==> config.mk <==
export PLATFORM = sky130hd
export DESIGN_NAME = m_ext_issue_ctrl
export DESIGN_NICKNAME = d
export VERILOG_FILES = /design/src/rtl/m_ext_issue_ctrl.sv
export SDC_FILE = /design/constraint.sdc
export NUM_CORES = 1
export LEC_CHECK = 0
export CELL_PAD_IN_SITES_DETAIL_PLACEMENT = 1
export CELL_PAD_IN_SITES_GLOBAL_PLACEMENT = 1
export CORE_MARGIN = 4
export CORE_UTILIZATION = 30
export DETAILED_ROUTE_END_ITERATION = 8
export GPL_ROUTABILITY_DRIVEN = 1
export PLACE_DENSITY_LB_ADDON = 0.1
export SYNTH_ARGS = -nofsm -noshare
export SYNTH_HDL_FRONTEND = slang
export SYNTH_SLANG_ARGS = --single-unit
export TNS_END_PERCENT = 1
==> constraint.sdc <==
create_clock -name clk -period 6.25 [get_ports clk]
set_clock_uncertainty 0.2 [all_clocks]
set_input_delay 0.9375 -clock clk [delete_from_list [all_inputs] [get_ports clk]]
set_output_delay 0.9375 -clock clk [all_outputs]
set_load 0.1 [all_outputs]
==> src/rtl/m_ext_issue_ctrl.sv <==
// EX-stage issue controller for the M-extension unit. It launches one operation at a time,
// stalls the pipeline until the result is ready, drains flushed operations and keeps a one-entry result cache.
module m_ext_issue_ctrl #(
  parameter bit CACHE_EN = 1'b1
) (
  input  logic        clk,
  input  logic        rst,
  input  logic        ex_valid,
  input  logic        ex_is_mext,
  input  logic [2:0]  ex_funct3,
  input  logic [31:0] ex_rs1_data,
  input  logic [31:0] ex_rs2_data,
  input  logic        pipeline_advance,
  input  logic        flush,
  output logic        mext_stall,
  output logic [31:0] mext_result,
  output logic        mext_result_valid,
  output logic        unit_load,
  output logic [31:0] unit_a,
  output logic [31:0] unit_b,
  output logic [2:0]  unit_funct3,
  input  logic [31:0] unit_out,
  input  logic        unit_resp
);

  typedef enum logic [1:0] {IDLE, BUSY, DONE, DRAIN} state_t;

  state_t      state_q;
  logic        issued_q;
  logic [31:0] a_q, b_q, res_q;
  logic [2:0]  f3_q;

  logic        cache_valid_q;
  logic [31:0] cache_a_q, cache_b_q, cache_res_q;
  logic [2:0]  cache_f3_q;

  logic req, cache_hit, resp_seen;

  assign req       = ex_valid & ex_is_mext & ~flush;
  assign cache_hit = CACHE_EN && cache_valid_q && (ex_rs1_data == cache_a_q)
                     && (ex_rs2_data == cache_b_q) && (ex_funct3 == cache_f3_q);
  // The unit may echo a stale resp during the load cycle, so only trust it once issued.
  assign resp_seen = issued_q & unit_resp;

  assign mext_result = res_q;
  assign unit_a      = a_q;
  assign unit_b      = b_q;
  assign unit_funct3 = f3_q;

  always_comb begin
    mext_stall = 1'b0;
    case (state_q)
      IDLE:    mext_stall = req;
      BUSY:    mext_stall = 1'b1;
      DONE:    mext_stall = 1'b0;
      DRAIN:   mext_stall = req;
      default: mext_stall = 1'b0;
    endcase
  end

  always_ff @(posedge clk) begin
    if (rst) begin
      state_q           <= IDLE;
      issued_q          <= 1'b0;
      a_q               <= '0;
      b_q               <= '0;
      f3_q              <= '0;
      res_q             <= '0;
      mext_result_valid <= 1'b0;
      unit_load         <= 1'b0;
      cache_valid_q     <= 1'b0;
      cache_a_q         <= '0;
      cache_b_q         <= '0;
      cache_f3_q        <= '0;
      cache_res_q       <= '0;
    end else begin
      unit_load <= 1'b0;
      case (state_q)
        IDLE: begin
          if (req) begin
            a_q  <= ex_rs1_data;
            b_q  <= ex_rs2_data;
            f3_q <= ex_funct3;
            if (cache_hit) begin
              res_q             <= cache_res_q;
              mext_result_valid <= 1'b1;
              state_q           <= DONE;
            end else begin
              issued_q  <= 1'b0;
              unit_load <= 1'b1;
              state_q   <= BUSY;
            end
          end
        end
        BUSY: begin
          issued_q <= 1'b1;
          // A flush that lands on the response cycle has nothing left to drain.
          if (flush) begin
            state_q <= resp_seen ? IDLE : DRAIN;
          end else if (resp_seen) begin
            res_q             <= unit_out;
            mext_result_valid <= 1'b1;
            state_q           <= DONE;
          end
        end
        DONE: begin
          if (pipeline_advance || flush) begin
            cache_valid_q     <= 1'b1;
            cache_a_q         <= a_q;
            cache_b_q         <= b_q;
            cache_f3_q        <= f3_q;
            cache_res_q       <= res_q;
            mext_result_valid <= 1'b0;
            state_q           <= IDLE;
          end
        end
        DRAIN: begin
          if (resp_seen) state_q <= IDLE;
        end
        default: state_q <= IDLE;
      endcase
    end
  end

endmodule

==> summary.txt <==
Run status
  • Status: completed

Yosys
  • FFs w/ async S/R, synth: 0
  • Cell area after synthesis: 0.00910 mm²
  • Yosys top cell area share: 0.449
  • Sequential share of the synthesized area: 0.449
  • Synthesized instance count: 1,154
  • Largest cells by area after synthesis: dfxtp_1 (45%), nand2_1 (14%), a21oi_1 (9.2%)
  • Synthesis Warnings: 0
  • Post-synth top flop: dfxtp_1
  • Register bit total from synthesis: 204
  • Post-synth EDFFs: 0
  • Library cells used by synthesis: 50
  • Mapped Nets: 1,265
  • Synth area leader: dfxtp_1
  • Mean Syn Cell Area: 7.88 µm²

Worst setup path
  • Worst Setup Start Kind: input port
  • Worst setup startpoint: flush
  • Req. time, crit path: 5110 ps
  • R2r endpoint: mext_result[3]$_SDFFE_PP0P_
  • Setup CP Type: input port to output pin
  • Crit-path max FO: 7
  • Reg2reg path depth: 7
  • Crit path DAT: 3100 ps
  • CP endpoint kind: output pin
  • Critical Path End: mext_stall
  • Worst reg2reg path startpoint: cache_b_q[31]$_SDFFE_PP0P_
  • R2R setup slack: 2870 ps

Global route
  • Largest net degree at the start of global routing: 132
  • First-pass GRT wire length: 50,300 µm
  • Vias in the first global route: 8,699
  • GRT Resource Usage Total: 0.188
  • GR Overflow Total: 0
  • Initial antenna violation count: 0

Finish
  • Reg area: 0.00408 mm²
  • Final Cell Area: 0.0122 mm²
  • Final core utilization: 0.409
  • Commonest non-fill, non-tap cell in the layout: nand2_1
  • Layout net count: 1,416
  • Fin cells: 1,712
  • Layout cell share with drive strength beyond 1: 0.0514
  • Area growth syn-to-layout: 33.8%
  • ANT cells: 0
  • Multi-input gate area: 0.00445 mm²
  • Fillers: 3,515
  • Commonest non-fill, non-tap cells in the layout: nand2_1 (339), clkdlybuf4s50_1 (206), dfxtp_1 (204)

Clocking
  • CTS tree: built
  • Clock sinks: 204
  • Skew-Pair Late Insertion Delay: 530 ps
  • Clock buffer count from CTS: 25
  • Resize count post-CTS: 0
  • Clock transition at path regs: 50 ps
  • Setup Buffers After CTS: 0
  • H-Tree Depth: 1
  • Clk buf depth: 3
  • Root Driver: clkbuf_16
  • Hold_buf cts: 0

Drt
  • Top layer in use: met4
  • Wire length on met2: 14,200 µm
  • Final WL: 32,400 µm
  • Drt first pass iters: 4
  • DR iter-0 viols: 420
  • Drt wl/cell: 18.9 µm
  • Met1 WL: 15,900 µm
  • Via density: 4.99
  • Antenna viol nets, final: 0
  • DRC violations left: 0
  • Met3 WL: 1800 µm
  • Vias: 8,550

Place
  • DP Area: 0.0114 mm²
  • Placed Cells: 1,668
  • Pre-CTS WS: 1700 ps
  • Final Wtd Congestion: 0.770
  • Buffers on Ports: 207
  • Dpl hpwl: 21,100 µm

STA
  • Fin crit share: 0.677
  • Final setup TNS: 0 ps
  • Minimum clock period: 4230 ps
  • Setup ws final: 2020 ps
  • Max Clock Freq: 0.236 GHz
  • Final slew viol count: 0
  • Worst-margin pin slew: 1100 ps
  • Worst hold margin: 253 ps
  • Final Hold Fails: 0
  • Rel. slew slack: 0.263
  • RSZ-0062 raised after global routing: false
  • Setup Viol. Count Final: 0

Floorplanning
  • Die height: 182 µm
  • Core area: 0.0298 mm²
  • Die Area: 0.0332 mm²
  • Initial Util: 0.305
  • Std-Cell Rows: 63
  • Chip width: 182 µm
  • I/O pin cnt: 208

Power
  • P_leak: 4.06 nW
  • Total design power: 3.88 mW
  • Worst VDD drop: 0.000207 V
  • Pwr per Cell Area: 318 mW/mm²

Hold path
  • Path type of the worst min-delay path: flop to flop
  • Hold Path Origin: cache_res_q[16]$_SDFFE_PP0P_

Run
  • Max-Cap Viols: 0
## routing by layer
layer | up-vias | GRT usage
met5 | - | 0
met4 | 0 | 0.0357
met3 | 36 | 0.0375
met2 | 186 | 0.291
met1 | 4105 | 0.275
li1 | 4223 | -
## sequential cells by signal (all words and copies together), names as in the netlist
signal             count
cache_res_q           32
mext_result           32
unit_funct3            3
mext_result_valid      1
cache_a_q             32
cache_f3_q             3
unit_a                32
state_q                2
unit_load              1
unit_b                32
cache_valid_q          1
issued_q               1
cache_b_q             32
## worst min path at each step
stage | to | depth (start not counted)
after floorplan | cache_res_q[0]$_SDFFE_PP0P_ | 2
after global placement | cache_res_q[2]$_SDFFE_PP0P_ | 2
after detailed placement | cache_res_q[16]$_SDFFE_PP0P_ | 2
after CTS | cache_res_q[16]$_SDFFE_PP0P_ | 2
after global routing | cache_res_q[10]$_SDFFE_PP0P_ | 2
final | cache_res_q[16]$_SDFFE_PP0P_ | 2
## final cells by class
cell class / count / share of cell area
multi-input combinational: 805 / 0.366
sequential: 204 / 0.335
timing repair buffer: 219 / 0.179
clock buffer: 37 / 0.0600
tap: 390 / 0.0401
inverter: 50 / 0.0154
clock inverter: 7 / 0.00432
## kinds of logic (layout without fill, tap and decap cells)
logic type               Yosys count  in the layout  share of synthesized area
flip-flops                       204            204                      0.449
buffers and inverters            145            313                     0.0671
AO/OA/AOI/OAI                    255            255                      0.174
multiplexers                      34             34                     0.0374
adder cells (fa/ha/maj)            5              5                    0.00688
AND/OR/NAND/NOR                  460            460                      0.217
XOR/XNOR                          51             51                     0.0491
## power breakdown
part	switching, mW	leakage [nW]	total [mW]	internal [mW]
clock	0.581	0.388	1.39	0.809
sequential	0.0401	1.65	1.39	1.35
combinational	0.801	2.02	1.09	0.293
## synthesized netlist by cell type, types with 2 or more instances
cell and n:
a31oi_1 2, a41oi_1 31, clkbuf_1 69, ha_1 5, buf_1 10, nor4_1 44
buf_6 5, buf_4 6, o21a_1 2, nor3_1 2, nand2b_1 2, nand3_1 3
nor2_1 41, dfxtp_1 204, o41ai_1 32, a2111oi_0 2, buf_2 5, nand4_1 5
nand2_1 339, inv_1 48, a21o_1 2, nor2b_1 13, xor2_1 46, o22ai_1 4
inv_2 2, mux2i_1 34, or4_1 2, a21oi_1 168, xnor2_1 5
## worst max-delay path, cell delays in order
cell and delay, ps:
clkdlybuf4s50_1 570, nand3b_4 280, mux2i_1 150, clkdlybuf4s50_1 1160
(Power assumes the default switching activity.)
==> variant (same settings) <==
Change the parameter `CACHE_EN` from 1'b1 to 1'b0.
--- a/src/rtl/m_ext_issue_ctrl.sv
+++ b/src/rtl/m_ext_issue_ctrl.sv
@@ -1,7 +1,7 @@
 // EX-stage issue controller for the M-extension unit. It launches one operation at a time,
 // stalls the pipeline until the result is ready, drains flushed operations and keeps a one-entry result cache.
 module m_ext_issue_ctrl #(
-  parameter bit CACHE_EN = 1'b1
+  parameter bit CACHE_EN = 1'b0
 ) (
   input  logic        clk,
   input  logic        rst,
Function: changed (a bounded check fails within 10 cycles, from zero or initial values and one cycle with rst high).
==> variant against the original RTL <==
  * Via count down 56%
  * Clock power down 62%
  * Synthesized area down 58%
  * Design area down 49%
  * Sequential cell count down 100
  * Routed wire length down 60%
  * Combinational power down 69%
  * Power down 60%
  * Setup slack better by 61 ps
  * Critical path type unchanged
  * Largest cell class is now non-clock buffers
==> variant: results (changes against the original RTL) <==
Placed design
  • Placed Area: 0.005983 mm^2 (was 0.01139 mm^2)
  • GP Congestion: 0.7079 (was 0.7701)
  • Pre-CTS setup slack: 2071 ps (was 1704 ps)
  • Cells after DPL: 824 (was 1668)

Cells and area
  • Seq cells: 104 (was 204)
  • Final nets: 775 (was 1416)
  • Fill cell count: 1495 (was 3515)
  • Multi-input gate area: 0.001583 mm^2 (was 0.004453 mm^2)

Run status
  • Run status: finished clean (unchanged)

Global routing
  • Largest net degree at the start of global routing: 106 (was 132)
  • Met3 Usage GRT: 0.06573 (was 0.03747)
  • Grt met2 use: 0.3001 (was 0.2909)
  • Met1 Use GR: 0.1908 (was 0.2748)

STA
  • Slew margin rel.: 0.1690 (was 0.2626)
  • Min Hold Slack: 253.7 ps (was 252.6 ps)

Power and ir drop
  • Sw Pwr: 468.5 uW (was 1.422 mW)

Clock tree
  • Clock buffer depth: 2 (was 3)
  • Max H-tree Level: 3 (was 1)
  • Clock latency on the worst-skew pair: 340 ps (was 530 ps)

Min path
  • Hold wc startpoint: mext_result[10] (was cache_res_q[16])

Worst setup path
  • CP max stage delay: 1190 ps (was 1160 ps)
  • Worst R2R Start: state_q[1] (was cache_b_q[31])
  • Reg-to-reg slack, setup: 3580 ps (was 2870 ps)

Drt
  • WL met1: 5103 um (was 15880 um)
  • 1st-iter DRT viols: 218 (was 420)

Synth
  • Avg Synthesized Cell Area: 8.064 um^2 (was 7.885 um^2)
  • Commonest cells in the netlist: nand2_1 (191), dfxtp_1 (104), a21oi_1 (92), clkbuf_1 (17), buf_2 (13) (was nand2_1 (339), dfxtp_1 (204), a21oi_1 (168), clkbuf_1 (69), inv_1 (48))
  • Post-Synth Adder-Cell Area: 0.01956 (was 0.006876)
  • Sequential share of the synthesized area: 0.5424 (was 0.4488)
## variant: cell count changes in the layout (fill, tap and decap cells not counted), sizes merged, moves of 34 or more
| cell | before | now |
|---|---|---|
| xor2 | 46 | 0 |
| nor2 | 41 | 7 |
| nor4 | 46 | 0 |
| a21oi | 168 | 102 |
| dfxtp | 204 | 104 |
| inv | 51 | 3 |
| nand2 | 339 | 201 |
## variant: power groups by stage
| stage | Clock, mW | Combinational, mW | Sequential [mW] |
|---|---|---|---|
| after floorplan | 0 | 0.0856 | 0.839 |
| after global placement | 0 | 0.335 | 0.708 |
| after detailed placement | 0 | 0.338 | 0.710 |
| after CTS | 0.554 | 0.339 | 0.695 |
| after global routing | 0.590 | 0.355 | 0.697 |
| final | 0.535 | 0.336 | 0.695 |
## variant: logic make-up after synthesis
family / count (synthesis)
mux: 3
flops: 104
compound gates: 107
buf+inv: 37
fa+ha+maj: 6
simple gates: 219
